===== src/rtl/scr1_ialu_arb_pkg.sv =====
// scr1_ialu_arb_pkg: IALU command set, arbiter FSM states and RVM command classification
package scr1_ialu_arb_pkg;

    localparam int SCR1_XLEN = 32;

    typedef enum logic [4:0] {
        SCR1_IALU_CMD_NONE,
        SCR1_IALU_CMD_AND,
        SCR1_IALU_CMD_OR,
        SCR1_IALU_CMD_XOR,
        SCR1_IALU_CMD_ADD,
        SCR1_IALU_CMD_SUB,
        SCR1_IALU_CMD_SUB_LT,
        SCR1_IALU_CMD_SUB_LTU,
        SCR1_IALU_CMD_SUB_EQ,
        SCR1_IALU_CMD_SUB_NE,
        SCR1_IALU_CMD_SUB_GE,
        SCR1_IALU_CMD_SUB_GEU,
        SCR1_IALU_CMD_SLL,
        SCR1_IALU_CMD_SRL,
        SCR1_IALU_CMD_SRA,
        SCR1_IALU_CMD_MUL,
        SCR1_IALU_CMD_MULHU,
        SCR1_IALU_CMD_MULHSU,
        SCR1_IALU_CMD_MULH,
        SCR1_IALU_CMD_DIV,
        SCR1_IALU_CMD_DIVU,
        SCR1_IALU_CMD_REM,
        SCR1_IALU_CMD_REMU
    } type_scr1_ialu_cmd_sel_e;

    localparam int SCR1_IALU_CMD_W = $bits(type_scr1_ialu_cmd_sel_e);

    typedef enum logic [1:0] {
        IDLE,
        EXEC,
        RESP
    } type_scr1_ialu_arb_state_e;

    // mul/div/rem occupy the contiguous tail of the command enum
    function automatic logic is_rvm_cmd(input type_scr1_ialu_cmd_sel_e cmd);
        return cmd inside {[SCR1_IALU_CMD_MUL:SCR1_IALU_CMD_REMU]};
    endfunction

endpackage


===== src/rtl/scr1_ialu_arb_rr.sv =====
// scr1_ialu_arb_rr: round-robin one-hot picker with a last-grant pointer, search starts at last+1
module scr1_ialu_arb_rr
    import scr1_ialu_arb_pkg::*;
#(
    parameter int N_REQ = 2
) (
    input  logic             clk,
    input  logic             rst_n,
    input  logic [N_REQ-1:0] req_vd,
    input  logic             advance,
    output logic [N_REQ-1:0] gnt
);

    localparam int IW = $clog2(N_REQ);

    logic [IW-1:0] last;
    logic [IW-1:0] pick;
    logic [IW-1:0] k;

    // farthest candidate first so the nearest valid one after last overwrites it
    always_comb begin
        gnt  = '0;
        pick = last;
        k    = '0;
        for (int i = N_REQ; i >= 1; i--) begin
            k = IW'((int'(last) + i) % N_REQ);
            if (req_vd[k]) begin
                gnt  = N_REQ'(1) << k;
                pick = k;
            end
        end
    end

    always_ff @(posedge clk or negedge rst_n) begin
        if (!rst_n)
            last <= IW'(N_REQ - 1);
        else if (advance)
            last <= pick;
    end

endmodule


===== src/rtl/scr1_ialu_arb.sv =====
// scr1_ialu_arb: round-robin sequencer sharing one IALU among requesters
// SCR1_IALU_ARB_RVM_EN enables mul/div sequencing; otherwise RVM commands complete with rsp_err_o
module scr1_ialu_arb
    import scr1_ialu_arb_pkg::*;
#(
    parameter int N_REQ = 2
) (
    input  logic                                  clk,
    input  logic                                  rst_n,
    input  logic [N_REQ-1:0]                      req_vd_i,
    output logic [N_REQ-1:0]                      req_rdy_o,
    input  logic [N_REQ-1:0][SCR1_IALU_CMD_W-1:0] req_cmd_i,
    input  logic [N_REQ-1:0][SCR1_XLEN-1:0]       req_main_op1_i,
    input  logic [N_REQ-1:0][SCR1_XLEN-1:0]       req_main_op2_i,
    input  logic [N_REQ-1:0][SCR1_XLEN-1:0]       req_addr_op1_i,
    input  logic [N_REQ-1:0][SCR1_XLEN-1:0]       req_addr_op2_i,
    output logic [N_REQ-1:0]                      rsp_vd_o,
    input  logic [N_REQ-1:0]                      rsp_rdy_i,
    output logic [SCR1_XLEN-1:0]                  rsp_main_res_o,
    output logic [SCR1_XLEN-1:0]                  rsp_addr_res_o,
    output logic                                  rsp_cmp_o,
    output logic                                  rsp_err_o,
    output logic                                  ialu_rvm_cmd_vd_o,
    output logic [SCR1_IALU_CMD_W-1:0]            ialu_cmd_o,
    output logic [SCR1_XLEN-1:0]                  ialu_main_op1_o,
    output logic [SCR1_XLEN-1:0]                  ialu_main_op2_o,
    output logic [SCR1_XLEN-1:0]                  ialu_addr_op1_o,
    output logic [SCR1_XLEN-1:0]                  ialu_addr_op2_o,
    input  logic [SCR1_XLEN-1:0]                  ialu_main_res_i,
    input  logic [SCR1_XLEN-1:0]                  ialu_addr_res_i,
    input  logic                                  ialu_cmp_res_i,
    input  logic                                  ialu_rvm_res_rdy_i
);

    localparam int IW = $clog2(N_REQ);
`ifdef SCR1_IALU_ARB_RVM_EN
    localparam bit RVM_EN = 1'b1;
`else
    localparam bit RVM_EN = 1'b0;
`endif

    type_scr1_ialu_arb_state_e state;
    logic [N_REQ-1:0]          gnt;
    logic [IW-1:0]             sel;
    logic [IW-1:0]             idx;
    logic                      transfer;
    logic                      rvm;
    logic                      bad;
    logic                      done;

    scr1_ialu_arb_rr #(.N_REQ(N_REQ)) i_rr (
        .clk     (clk),
        .rst_n   (rst_n),
        .req_vd  (req_vd_i),
        .advance (transfer),
        .gnt     (gnt)
    );

    always_comb begin
        sel = '0;
        for (int i = 0; i < N_REQ; i++)
            sel = gnt[i] ? IW'(i) : sel;
    end

    // grant is masked during reset so every output reads 0 while rst_n is low
    assign req_rdy_o = (rst_n && state == IDLE) ? gnt : '0;
    assign transfer  = |req_rdy_o;
    assign rvm       = is_rvm_cmd(type_scr1_ialu_cmd_sel_e'(ialu_cmd_o));
    assign bad       = rvm && !RVM_EN;
    assign done      = !(rvm && RVM_EN) || ialu_rvm_res_rdy_i;

    always_ff @(posedge clk or negedge rst_n) begin
        if (!rst_n) begin
            state             <= IDLE;
            idx               <= '0;
            ialu_cmd_o        <= '0;
            ialu_main_op1_o   <= '0;
            ialu_main_op2_o   <= '0;
            ialu_addr_op1_o   <= '0;
            ialu_addr_op2_o   <= '0;
            ialu_rvm_cmd_vd_o <= 1'b0;
            rsp_vd_o          <= '0;
            rsp_main_res_o    <= '0;
            rsp_addr_res_o    <= '0;
            rsp_cmp_o         <= 1'b0;
            rsp_err_o         <= 1'b0;
        end else begin
            case (state)
                IDLE: if (transfer) begin
                    idx               <= sel;
                    ialu_cmd_o        <= req_cmd_i[sel];
                    ialu_main_op1_o   <= req_main_op1_i[sel];
                    ialu_main_op2_o   <= req_main_op2_i[sel];
                    ialu_addr_op1_o   <= req_addr_op1_i[sel];
                    ialu_addr_op2_o   <= req_addr_op2_i[sel];
                    ialu_rvm_cmd_vd_o <= RVM_EN && is_rvm_cmd(type_scr1_ialu_cmd_sel_e'(req_cmd_i[sel]));
                    state             <= EXEC;
                end
                EXEC: if (done) begin
                    rsp_main_res_o    <= bad ? '0 : ialu_main_res_i;
                    rsp_addr_res_o    <= bad ? '0 : ialu_addr_res_i;
                    rsp_cmp_o         <= !bad && ialu_cmp_res_i;
                    rsp_err_o         <= bad;
                    ialu_rvm_cmd_vd_o <= 1'b0;
                    rsp_vd_o          <= N_REQ'(1) << idx;
                    state             <= RESP;
                end
                RESP: if (rsp_rdy_i[idx]) begin
                    rsp_vd_o <= '0;
                    state    <= IDLE;
                end
                default: state <= IDLE;
            endcase
        end
    end

endmodule


===== config.mk =====
export PLATFORM = sky130hd
export DESIGN_NAME = scr1_ialu_arb
export DESIGN_NICKNAME = d
export VERILOG_FILES = /design/src/rtl/scr1_ialu_arb_pkg.sv /design/src/rtl/scr1_ialu_arb_rr.sv /design/src/rtl/scr1_ialu_arb.sv
export SDC_FILE = /design/constraint.sdc
export NUM_CORES = 1
export LEC_CHECK = 0
export BUFFER_PORTS_ARGS = -buffer_cell sky130_fd_sc_hd__buf_4
export CAP_MARGIN = 20
export CORE_AREA = 2 2 213 215
export DETAILED_ROUTE_END_ITERATION = 8
export DIE_AREA = 0 0 215 217
export PLACE_DENSITY_LB_ADDON = 0.25
export SYNTH_ARGS = -nofsm -noshare
export SYNTH_HDL_FRONTEND = slang
export SYNTH_HIERARCHICAL = 1
export SYNTH_SLANG_ARGS = --single-unit

===== constraint.sdc =====
create_clock -name clk -period 4.3 [get_ports clk]
set_input_delay 0.215 -clock clk [delete_from_list [all_inputs] [get_ports clk]]
set_output_delay 0.215 -clock clk [all_outputs]
set_load 0.005 [all_outputs]

==> impl_metrics.tcl <==
set metrics [dict create \
    status "finished, final reports clean" \
    routed_via_density 4.07 \
    powerDensity_nw_per_um2 594 \
    intPower_mw 6.64 \
    period_needed_ns 2.71 \
    synth-main-ff-cell "dfrtp_1" \
    ys_ff_latch 205 \
    async_reset_ff_share_pct 100 \
    routed_wl_mm 33.2 \
    peakVddDrop_v 0.000292 \
    syn_area_per_cell_um2 12.8 \
    cts_root_buffer "clkbuf_16" \
    critPathSlowestCell "dlygate4sd3_1" \
    synth_warnings 6 \
    finalNonFillerCells 2014 \
    crit_path_start_kind "flip-flop" \
    nFillCells 4480 \
    clkTransAtPathRegs_ns 0.06 \
    netlist_top_cells_count "208 x mux2_2, 204 x dfrtp_1, 134 x nand2_1" \
    dieHeight_um 217 \
    fin_nets 1733 \
    routabilityCongestion 0.842 \
    vias 8194 \
    seq_area_um2 5130 \
    setup.worst_path.end_class "flip-flop" \
    initial_core_util_pct 21.7 \
    htree_levels 1 \
    portBuffers 539 \
    final.period_utilization_pct 63.0 \
    combPwrFrac_pct 42.3 \
    grt_pass1_wl_mm 50.8 \
    hold_class "in2reg" \
    cts_sinks 205 \
    dieArea_um2 46700 \
    dr.pass1.iters 5 \
    grt_max_degree 136 \
    rows 78 \
    maxSlewViolCount 0 \
    yosys.area.top_type "dfrtp_1" \
    critPathBufInv 2 \
    drt_iter0_markers 267 \
    r2r_start "i_rr/last" \
    pwr-share-clk_pct 22.0 \
    detail-route-antenna-nets 0 \
    grt_use_total_pct 13.8 \
    ys_types 32 \
    cp_max_fo 135 \
    floorplan.die.width_um 215 \
    cp_top_family "buffers and inverters" \
    slew_headroom_pct 37.9 \
    slowest_delay_ns 0.56 \
    cap_violations 0 \
    setup_tns_ns 0 \
    p_sw_mw 3.01 \
    placed_area_um2 14300 \
    drcViolationCount 0 \
    diodes 0 \
    synth-edff-count 0 \
    placed_cells 1855 \
    worst-endpoint-arrival_ns 3.12 \
    tritoncts "yes" \
    postCtsSetupBuffers 0 \
    ys_top_cells_by_area "dfrtp_1 53%, mux2_2 24%, mux2_4 6.2%, nand2_1 5.2%, o21ai_0 3.4%" \
    finalSetupViolations 0 \
    syn_inst 756 \
    fmax_mhz 369 \
    mappedNetlistNets 1094 \
    seqPwrFrac_pct 35.7 \
    path_cells "a21boi_4 -> buf_12 -> mux2_2 -> dlygate4sd3_1 -> mux2_1" \
    ctsResizeCount 0 \
    clkLatencyLatePin_ns 0.54 \
    hold_viol 0 \
    avgRoutedWirePerCell_um 16.5 \
    multiInputGateArea_um2 4220 \
    ys_seq_area_share_pct 53.0 \
    clock_path_buffers 3 \
    design.core.area_um2 44700 \
    p_sw_share_pct 31.2 \
    synth_most_common_cell "mux2_2" \
    area_growth_pct 68.0 \
    power_leakage_nw 7.61 \
    crit_start "i_rr/last" \
    crit_type "reg2reg" \
    grt_pass1_vias 8568 \
    clock-skew-final_ns 0.0188 \
    netlist_area_um2 9680 \
    netlist.area_leader.share_pct 52.7 \
    required_ns 4.71 \
    overflow 0 \
    fin_area_um2 16300 \
    tightest_slew_ns 0.932 \
    drive_above_1_share_pct 59.8 \
    hp-start "req_addr_op1_i[37]" \
    io_pins 542 \
    cts_hold_buf 112 \
    cts-buffers-inserted 26 \
    dpl.hpwl_mm 24.1 \
    rsz0062_at_grt "false" \
    antenna_found_initial 0 \
]
[per-layer routing]
layer / wire length (µm) / track usage [%] / part of all wire [%]
met5: 0 / 0 / 0
met3: 1970 / 3.31 / 5.9
met1: 13100 / 16.2 / 39
met4: 1070 / 4.53 / 3.2
met2: 17100 / 24.8 / 51
[power groups by stage]
stage | Combinational (mW) | Clock [mW] | Sequential, mW
final | 4.09 | 2.13 | 3.44
after global routing | 4.44 | 2.29 | 3.58
after CTS | 4.17 | 2.21 | 3.46
after detailed placement | 4.05 | 0 | 3.47
after global placement | 4.05 | 0 | 3.44
after floorplan | 1.75 | 0 | 3.46
[cell families after synthesis]
logic type	count (synthesis)	synth area share, %
AOI/OAI and AO/OA	76	4.11
buffers and inverters	57	3.90
DFF	205	53.0
muxes	268	32.7
other	1	0.0387
and+or+nand+nor	149	6.25
[cell type report]
type	instances	area share [%]
inverter	3	0.0692
multi-input combinational	494	25.9
tap	600	4.62
sequential	205	31.6
clock inverter	3	0.108
timing repair buffer	665	32.7
clock buffer	44	5.04
[worst min-delay path: cells and delay by family]
kind / cells / cell delay [ns]
buf+inv: 1 / 0.07
mux: 2 / 0.26
[state kept, by name, summed over array words and instances, names as in the netlist]
register and cells:
i_rr/last 1, ialu_addr_op2_o 32, ialu_main_op1_o 32, ialu_cmd_o 5
rsp_addr_res_o 32, state 2, rsp_err_o 1, idx 1
rsp_cmp_o 1, rsp_vd_o 2, rsp_main_res_o 32, ialu_main_op2_o 32
ialu_addr_op1_o 32
[cells in the final DEF (no fill, tap or decap), types with 9 or more instances in the layout]
master | synthesis | routed
clkbuf_16 | 0 | 27
mux2_2 | 208 | 208
dfrtp_1 | 204 | 204
nand2_1 | 134 | 134
o21ai_0 | 65 | 65
mux2_1 | 19 | 19
buf_4 | 8 | 549
mux2_4 | 40 | 40
clkbuf_1 | 22 | 9
dlygate4sd3_1 | 0 | 112
[per-stage QoR]
step	worst slack, ns	util (%)	hold slack [ns]	power (mW)
6_report	1.59	36.4	0.0357	9.66
5_1_grt	1.31	36.4	0.00722	10.3
4_1_cts	1.58	36.4	0.0000471	9.84
3_5_place_dp	1.66	32.0	0.147	7.53
3_3_place_gp	1.69	32.0	0.150	7.49
2_1_floorplan	2.47	-	-0.0806	5.21
[path summary, 6_finish.rpt]
path	endpoint	depth (start not counted)	slack, ns
worst max-delay path	ialu_main_op2_o[16]	5	1.59
worst min-delay path	ialu_addr_op1_o[5]	3	0.04
worst max register to register	ialu_main_op2_o[16]	5	1.59
worst min register to register	rsp_addr_res_o[9]	2	0.48
max in group asynchronous	rsp_main_res_o[0]	4	2.40
min in group asynchronous	ialu_main_op2_o[21]	2	0.18
Note: power is estimated with default switching activity, not from simulation.
